## config.mk

```make
export PLATFORM = sky130hd
export DESIGN_NAME = spi_flash_master
export DESIGN_NICKNAME = d
export VERILOG_FILES = /design/src/rtl/spi_flash_master.sv
export SDC_FILE = /design/constraint.sdc
export NUM_CORES = 1
export LEC_CHECK = 0
export CORE_MARGIN = 3
export CORE_UTILIZATION = 50
export CTS_CLUSTER_DIAMETER = 120
export DETAILED_ROUTE_END_ITERATION = 7
export HOLD_SLACK_MARGIN = 0.06
export PLACE_DENSITY = 0.77
export SYNTH_ARGS = -nofsm -noshare
export SYNTH_HDL_FRONTEND = slang
export SYNTH_SLANG_ARGS = --single-unit
```

## constraint.sdc

```tcl
create_clock -name sys_clk -period 5.14 [get_ports sys_clk]
set_clock_uncertainty 0.2 [all_clocks]
set_input_delay 1.028 -clock sys_clk [delete_from_list [all_inputs] [get_ports sys_clk]]
set_output_delay 1.028 -clock sys_clk [all_outputs]
set_load 0.01 [all_outputs]
```

## src/rtl/spi_flash_master.sv

```systemverilog
// Byte-wide SPI master for the flash path: one byte out MSB-first per wr_req/wr_ack handshake,
// one byte captured from MISO at the same time; nCS is a registered copy of the sequencer's CS_reg.
module spi_flash_master #(
  parameter int CLK_DIV = 4,
  parameter bit CPOL    = 1'b0,
  parameter bit CPHA    = 1'b0
) (
  input  logic       sys_clk,
  input  logic       rst_n,
  input  logic       CS_reg,
  input  logic       wr_req,
  input  logic [7:0] send_data,
  output logic       wr_ack,
  output logic [7:0] data_recv,
  output logic       nCS,
  output logic       DCLK,
  output logic       MOSI,
  input  logic       MISO
);

  localparam int CW = (CLK_DIV > 1) ? $clog2(CLK_DIV) : 1;

  typedef enum logic [2:0] {IDLE, LOAD, SHIFT, ACK, GAP} state_t;

  state_t        state;
  logic [CW-1:0] clk_cnt;
  logic [3:0]    edge_cnt;
  logic [7:0]    tx_shift;
  logic [7:0]    rx_shift;

  logic       last_cnt;
  logic       leading;
  logic       sample_now;
  logic       shift_now;
  logic [7:0] rx_next;

  // edge_cnt holds the number of edges already produced, so an even count means
  // the edge about to happen is a leading one.
  assign last_cnt   = (clk_cnt == CW'(CLK_DIV - 1));
  assign leading    = ~edge_cnt[0];
  assign sample_now = leading ^ CPHA;
  assign shift_now  = CPHA ? leading : (~leading && (edge_cnt != 4'd15));
  assign rx_next    = {rx_shift[6:0], MISO};

  always_ff @(posedge sys_clk or negedge rst_n) begin
    if (!rst_n) begin
      state     <= IDLE;
      clk_cnt   <= '0;
      edge_cnt  <= '0;
      tx_shift  <= '0;
      rx_shift  <= '0;
      wr_ack    <= 1'b0;
      data_recv <= '0;
      nCS       <= 1'b1;
      DCLK      <= CPOL;
      MOSI      <= 1'b0;
    end else begin
      nCS    <= CS_reg;
      wr_ack <= 1'b0;
      case (state)
        IDLE: begin
          if (wr_req) state <= LOAD;
        end
        LOAD: begin
          tx_shift <= send_data;
          edge_cnt <= '0;
          clk_cnt  <= '0;
          if (!CPHA) MOSI <= send_data[7];
          state <= SHIFT;
        end
        SHIFT: begin
          if (last_cnt) begin
            clk_cnt  <= '0;
            DCLK     <= ~DCLK;
            edge_cnt <= edge_cnt + 4'd1;
            if (sample_now) rx_shift <= rx_next;
            if (shift_now) begin
              MOSI     <= CPHA ? tx_shift[7] : tx_shift[6];
              tx_shift <= {tx_shift[6:0], 1'b0};
            end
            // The 16th edge may also be the last sample edge, so take the
            // freshly shifted value rather than the stale register.
            if (edge_cnt == 4'd15) begin
              wr_ack    <= 1'b1;
              data_recv <= sample_now ? rx_next : rx_shift;
              state     <= ACK;
            end
          end else begin
            clk_cnt <= clk_cnt + CW'(1);
          end
        end
        ACK: state <= GAP;
        GAP: state <= IDLE;
        default: state <= IDLE;
      endcase
    end
  end

endmodule

```

# ---- Word level (Yosys, flattened, before mapping)
# Cells that the tools add are included.
dict set report op_classes {
  n_addsub 2
  n_eq_ne 10
  n_mux 18
  n_bitwise 1
  reduce_logical 8
}
# operator count
set ops {}
lappend ops {{7-bit two-way mux} 2}
lappend ops {{7-bit one-hot mux with 2 select lines} 1}
lappend ops {{3-bit one-hot mux with 4 select lines} 1}
lappend ops {{3-bit two-way mux} 3}
lappend ops {{3-bit AND reduction} 3}
lappend ops {{8-bit two-way mux} 1}
lappend ops {{2-bit inequality test (second input constant)} 4}
lappend ops {{4-bit one-hot mux with 2 select lines} 1}
lappend ops {{3-bit by 2-bit equality test with 1-bit output (second input constant)} 2}
lappend ops {{1-bit two-way mux} 5}
lappend ops {{4-bit by 1-bit adder with 4-bit output (second input constant)} 1}
lappend ops {{4-bit equality test (second input constant)} 1}
lappend ops {{4-bit two-way mux} 1}
lappend ops {{4-bit inequality test (second input constant)} 1}
lappend ops {{2-bit one-hot mux with 2 select lines} 1}
lappend ops {{2-bit AND reduction} 2}
lappend ops {{3-bit by 1-bit equality test with 1-bit output (second input constant)} 1}
lappend ops {{3-bit zero test} 1}
lappend ops {{2-bit by 1-bit adder with 2-bit output (second input constant)} 1}
lappend ops {{2-bit equality test (second input constant)} 1}
lappend ops {{2-bit two-way mux} 1}
lappend ops {{1-bit one-hot mux with 2 select lines} 1}
lappend ops {{2-bit nonzero test} 1}
lappend ops {{1-bit logical AND} 1}
lappend ops {{1-bit inverter} 1}
dict set report word_totals {
  ff_bits 36
  inputBits 13
  out_inout_bits 12
}

# ---- Depth between registers and ports, before layout
dict set report logic_depth {
  ltp_word 5
  depth_mapped 7
  ltp_nobuf 5
}

# ---- Worst setup path before layout
# No wires, ideal clock.
dict set report synth_path {
  path_kind {register to register}
  start {register state[2]}
  end {register rx_shift[0]}
  t_arrival_ns 1.445
  slack_ns 3.371
  path_stages_with_launch 6
  path_buffers 1
  synth_period_minus_slack_ns 1.769
  path_cell_list {dfrtp_1 > buf_4 > nor3b_4 > nand2_1 > nor2_4 > mux2_2}
}
dict set report synth_between {
  elab_chain_len 2
}
# element line
set synth_rtl {}
lappend synth_rtl {{from (decl)} 25} ;# state_t state;
lappend synth_rtl {{from (signal assigned)} 47} ;# state <= IDLE;
lappend synth_rtl {{from (signal assigned)} 62} ;# if (wr_req) state <= LOAD;
lappend synth_rtl {{from (signal assigned)} 69} ;# state <= SHIFT;
lappend synth_rtl {{3-bit by 2-bit equality test with 1-bit output} 60} ;# case (state)
lappend synth_rtl {{2-bit AND reduction (no source line)} n/a}
lappend synth_rtl {{to (signal assigned)} 76} ;# if (sample_now) rx_shift <= rx_next;
lappend synth_rtl {{to (decl)} 29} ;# logic [7:0] rx_shift;
# No other way between the ends.
# A chain may end at the register's enable or synchronous reset.

# ---- Worst setup path in the final report
dict set report layout_path {
  start {register nCS}
  end {output port nCS}
}
# element line
set layout_lines {}
lappend layout_lines {{from (decl)} 15} ;# output logic nCS,
lappend layout_lines {{from (signal assigned)} 58} ;# nCS <= CS_reg;
# No word-level cell between the ends.

==> qor.txt <==
Final Hold Fails: 0
Post-CTS Repair Setup Buffers: 0
Max-cap violations: 0
Slew margin rel.: 54.1%
Layout cells sized above 1: 12.7%
Iter 0 DRT Violations: 50
ANT cells: 0
Syn Std Cell Area: 1630 um^2
Grt total ovfl: 0
Site row count: 20
Synth area leader: dfrtp_1
Status: finished, final reports clean
Critical path type: flop to output port
TritonCTS buffer count: 5
Initial antenna violation count: 0
Die Span Y: 63.0 um
Slowest CP cell: dfstp_2
Share of the synthesized area in the top cell type: 53.8%
Final wirelength: 2960 um
DP HPWL: 2050 um
Slew Viols, Final: 0
Vias/cell: 5.34
Gr usage total: 17.7%
Maximum number of pins on one net before global-route repair: 37
Post-Syn Nets: 155
VDD IR max: 0.000157 V
CTS tree: yes
Mapped Cells: 140
CP Cell Sequence: clkdlybuf4s50_1
Synth Area in XOR/XNOR: 1.08%
Multiplexer share of the synthesized area: 14.8%
Path length in cells of the critical path: 1
Drt pass-1 iters: 4
Cell variety after synth: 33
Root Buffer: clkbuf_4
Fin Setup TNS: 0 ps
Final instance area: 1930 um^2
Area grow syn2layout: 18.9%
CP endpoint kind: output port
GP Congestion: 0.745
Pwr Density: 453 nW/um^2
Compound-Gate Fraction of Synth Area: 13.0%
Least-Margin Pin Slew: 687 ps
Period utilisation layout: 50.8%
RSZ-0062 raised after global routing: false
Highest clock rate: 383 MHz
Clock buffer depth: 2
Register area share after synthesis: 55.5%
Max H-tree Level: 2
Critical Path Source Type: flop
Combinational family with the most area after synthesis: multiplexers
CTS resizes: 0
Worst path max stage delay: 520 ps
Clock period minus worst slack: 2610 ps
Die Wd: 63.0 um
CP required: 3910 ps
Core Footprint: 3080 um^2
Antenna Violating Nets Remaining: 0
Largest cells by area after synthesis: dfrtp_1, mux2i_1, mux2_2
IO Port Bufs: 24
Synthesized-area fraction occupied by adder cells: 1.54%
Placed cell area: 1880 um^2
Dpl cells: 201
Crit path max-delay family: flip-flops
Mean Syn Cell Area: 11.6 um^2
Initial Util: 52.8%
Path depth of the worst reg2reg path: 4
# IOs: 25
CTS Hold Bufs: 0
Worst hold stages: 2
Synth warn: 0
Residual DRC count: 0
Flops & latches, synth: 36
Tightest Hold Check Type: flop to flop
Clock slew at reported path FFs: 100 ps
Vias: 1116
Finish-stage setup viols: 0
Synth Area in Simple Gates: 10.2%
Clock sinks: 36
Crit Path Max Fanout: 1
CP arrival: 1380 ps
CP bufs+invs: 1
WL/cell: 14.2 um
Hold WS: 289 ps
NumNets Final: 179
Insertion delay to the later sink of the worst-skew pair: 340 ps
DIE AREA: 3970 um^2
First-pass GRT wire length: 5380 um
Lkg Pwr: 0.839 nW
Final cell count without fillers: 209
Number of global-route vias before repair: 1197
[routing by layer]
metal  track usage (%)  up-vias  wire (um)
li1                  -      548          -
met1              19.6      535       1300
met2              29.1       25       1430
met3              8.09        8        171
met4              7.44        0         60
met5                 0        -          0
[flip-flops by register name (all words and copies together), names as in the netlist]
| register | flops |
|---|---|
| wr_ack | 1 |
| tx_shift | 7 |
| edge_cnt | 4 |
| rx_shift | 8 |
| MOSI | 1 |
| nCS | 1 |
| data_recv | 8 |
| clk_cnt | 2 |
| state | 3 |
| DCLK | 1 |
[synthesized netlist by cell type]
master / n
a21o_1: 1
a21oi_1: 7
a22o_1: 1
a31oi_1: 1
a31oi_2: 1
a32o_1: 1
and3_1: 2
buf_2: 4
buf_4: 3
buf_6: 1
dfrtp_1: 35
dfstp_2: 1
ha_1: 2
inv_1: 3
mux2_2: 8
mux2i_1: 15
nand2_1: 11
nand3_1: 2
nand3_2: 1
nor2_1: 3
nor2_4: 1
nor2b_1: 1
nor3_1: 1
nor3b_1: 1
nor3b_2: 1
nor3b_4: 1
nor4_1: 1
o21ai_0: 17
o21ai_1: 8
o22ai_1: 1
or2_1: 1
or3_1: 1
xnor2_1: 2
[cells by family after synthesis]
group | after synthesis
fa+ha+maj | 2
simple gates | 28
flops | 36
buf+inv | 11
xor+xnor | 2
mux | 23
compound gates | 38
[area by class of cell]
cell class / instances / area (um^2)
inverters: 3 / 11.3
flip-flops and latches: 36 / 902
fillers: 262 / 1140
multi-input cells: 93 / 659
repair buffers: 25 / 248
well taps: 44 / 55.1
clock buffers: 8 / 58.8
[worst min-delay path, cell delays in order, from the launching register on]
cell	delay [ps]
dfrtp_1	350
nand2_1	40
o21ai_0	60
[layout by cell type (no fill, tap or decap)]
master,instances
a21o_1,1
a21oi_1,7
a22o_1,1
a31oi_1,1
a31oi_2,1
a32o_1,1
and3_1,2
buf_4,1
clkbuf_1,2
clkbuf_4,5
clkbuf_8,1
clkdlybuf4s50_1,24
dfrtp_1,35
dfstp_2,1
ha_1,2
inv_1,3
mux2_2,8
mux2i_1,15
nand2_1,11
nand3_1,2
nand3_2,1
nor2_1,3
nor2_4,1
nor2b_1,1
nor3_1,1
nor3b_1,1
nor3b_2,1
nor3b_4,1
nor4_1,1
o21ai_0,17
o21ai_1,8
o22ai_1,1
or2_1,1
or3_1,1
xnor2_1,2
[through the flow]
stage	setup WS [ps]	total power, mW	util, %
floorplan	3370	0.668	-
global route	2470	0.949	62.8
detailed placement	2740	0.730	60.9
global placement	2810	0.714	60.9
finish	2530	0.877	62.8
CTS	2510	0.891	62.8
[power breakdown]
part,total (mW),switching [mW],internal (mW)
Sequential,0.434,0.0782,0.356
Combinational,0.287,0.141,0.146
Clock,0.156,0.0883,0.0675
Total,0.877,0.308,0.569
[worst paths after layout]
path | start | to | slack (ps)
worst max-delay path | nCS$_DFF_PN1_ | nCS | 2530
worst min-delay path | data_recv[0]$_DFFE_PN0P_ | data_recv[0]$_DFFE_PN0P_ | 290
worst max register to register | state[2]$_DFFE_PN0P_ | tx_shift[0]$_DFFE_PN0P_ | 2720
worst min register to register | data_recv[0]$_DFFE_PN0P_ | data_recv[0]$_DFFE_PN0P_ | 290
max in group asynchronous | rst_n | nCS$_DFF_PN1_ | 3500
min in group asynchronous | rst_n | edge_cnt[1]$_DFFE_PN0P_ | 890
Power figures use the tool's default switching activity.
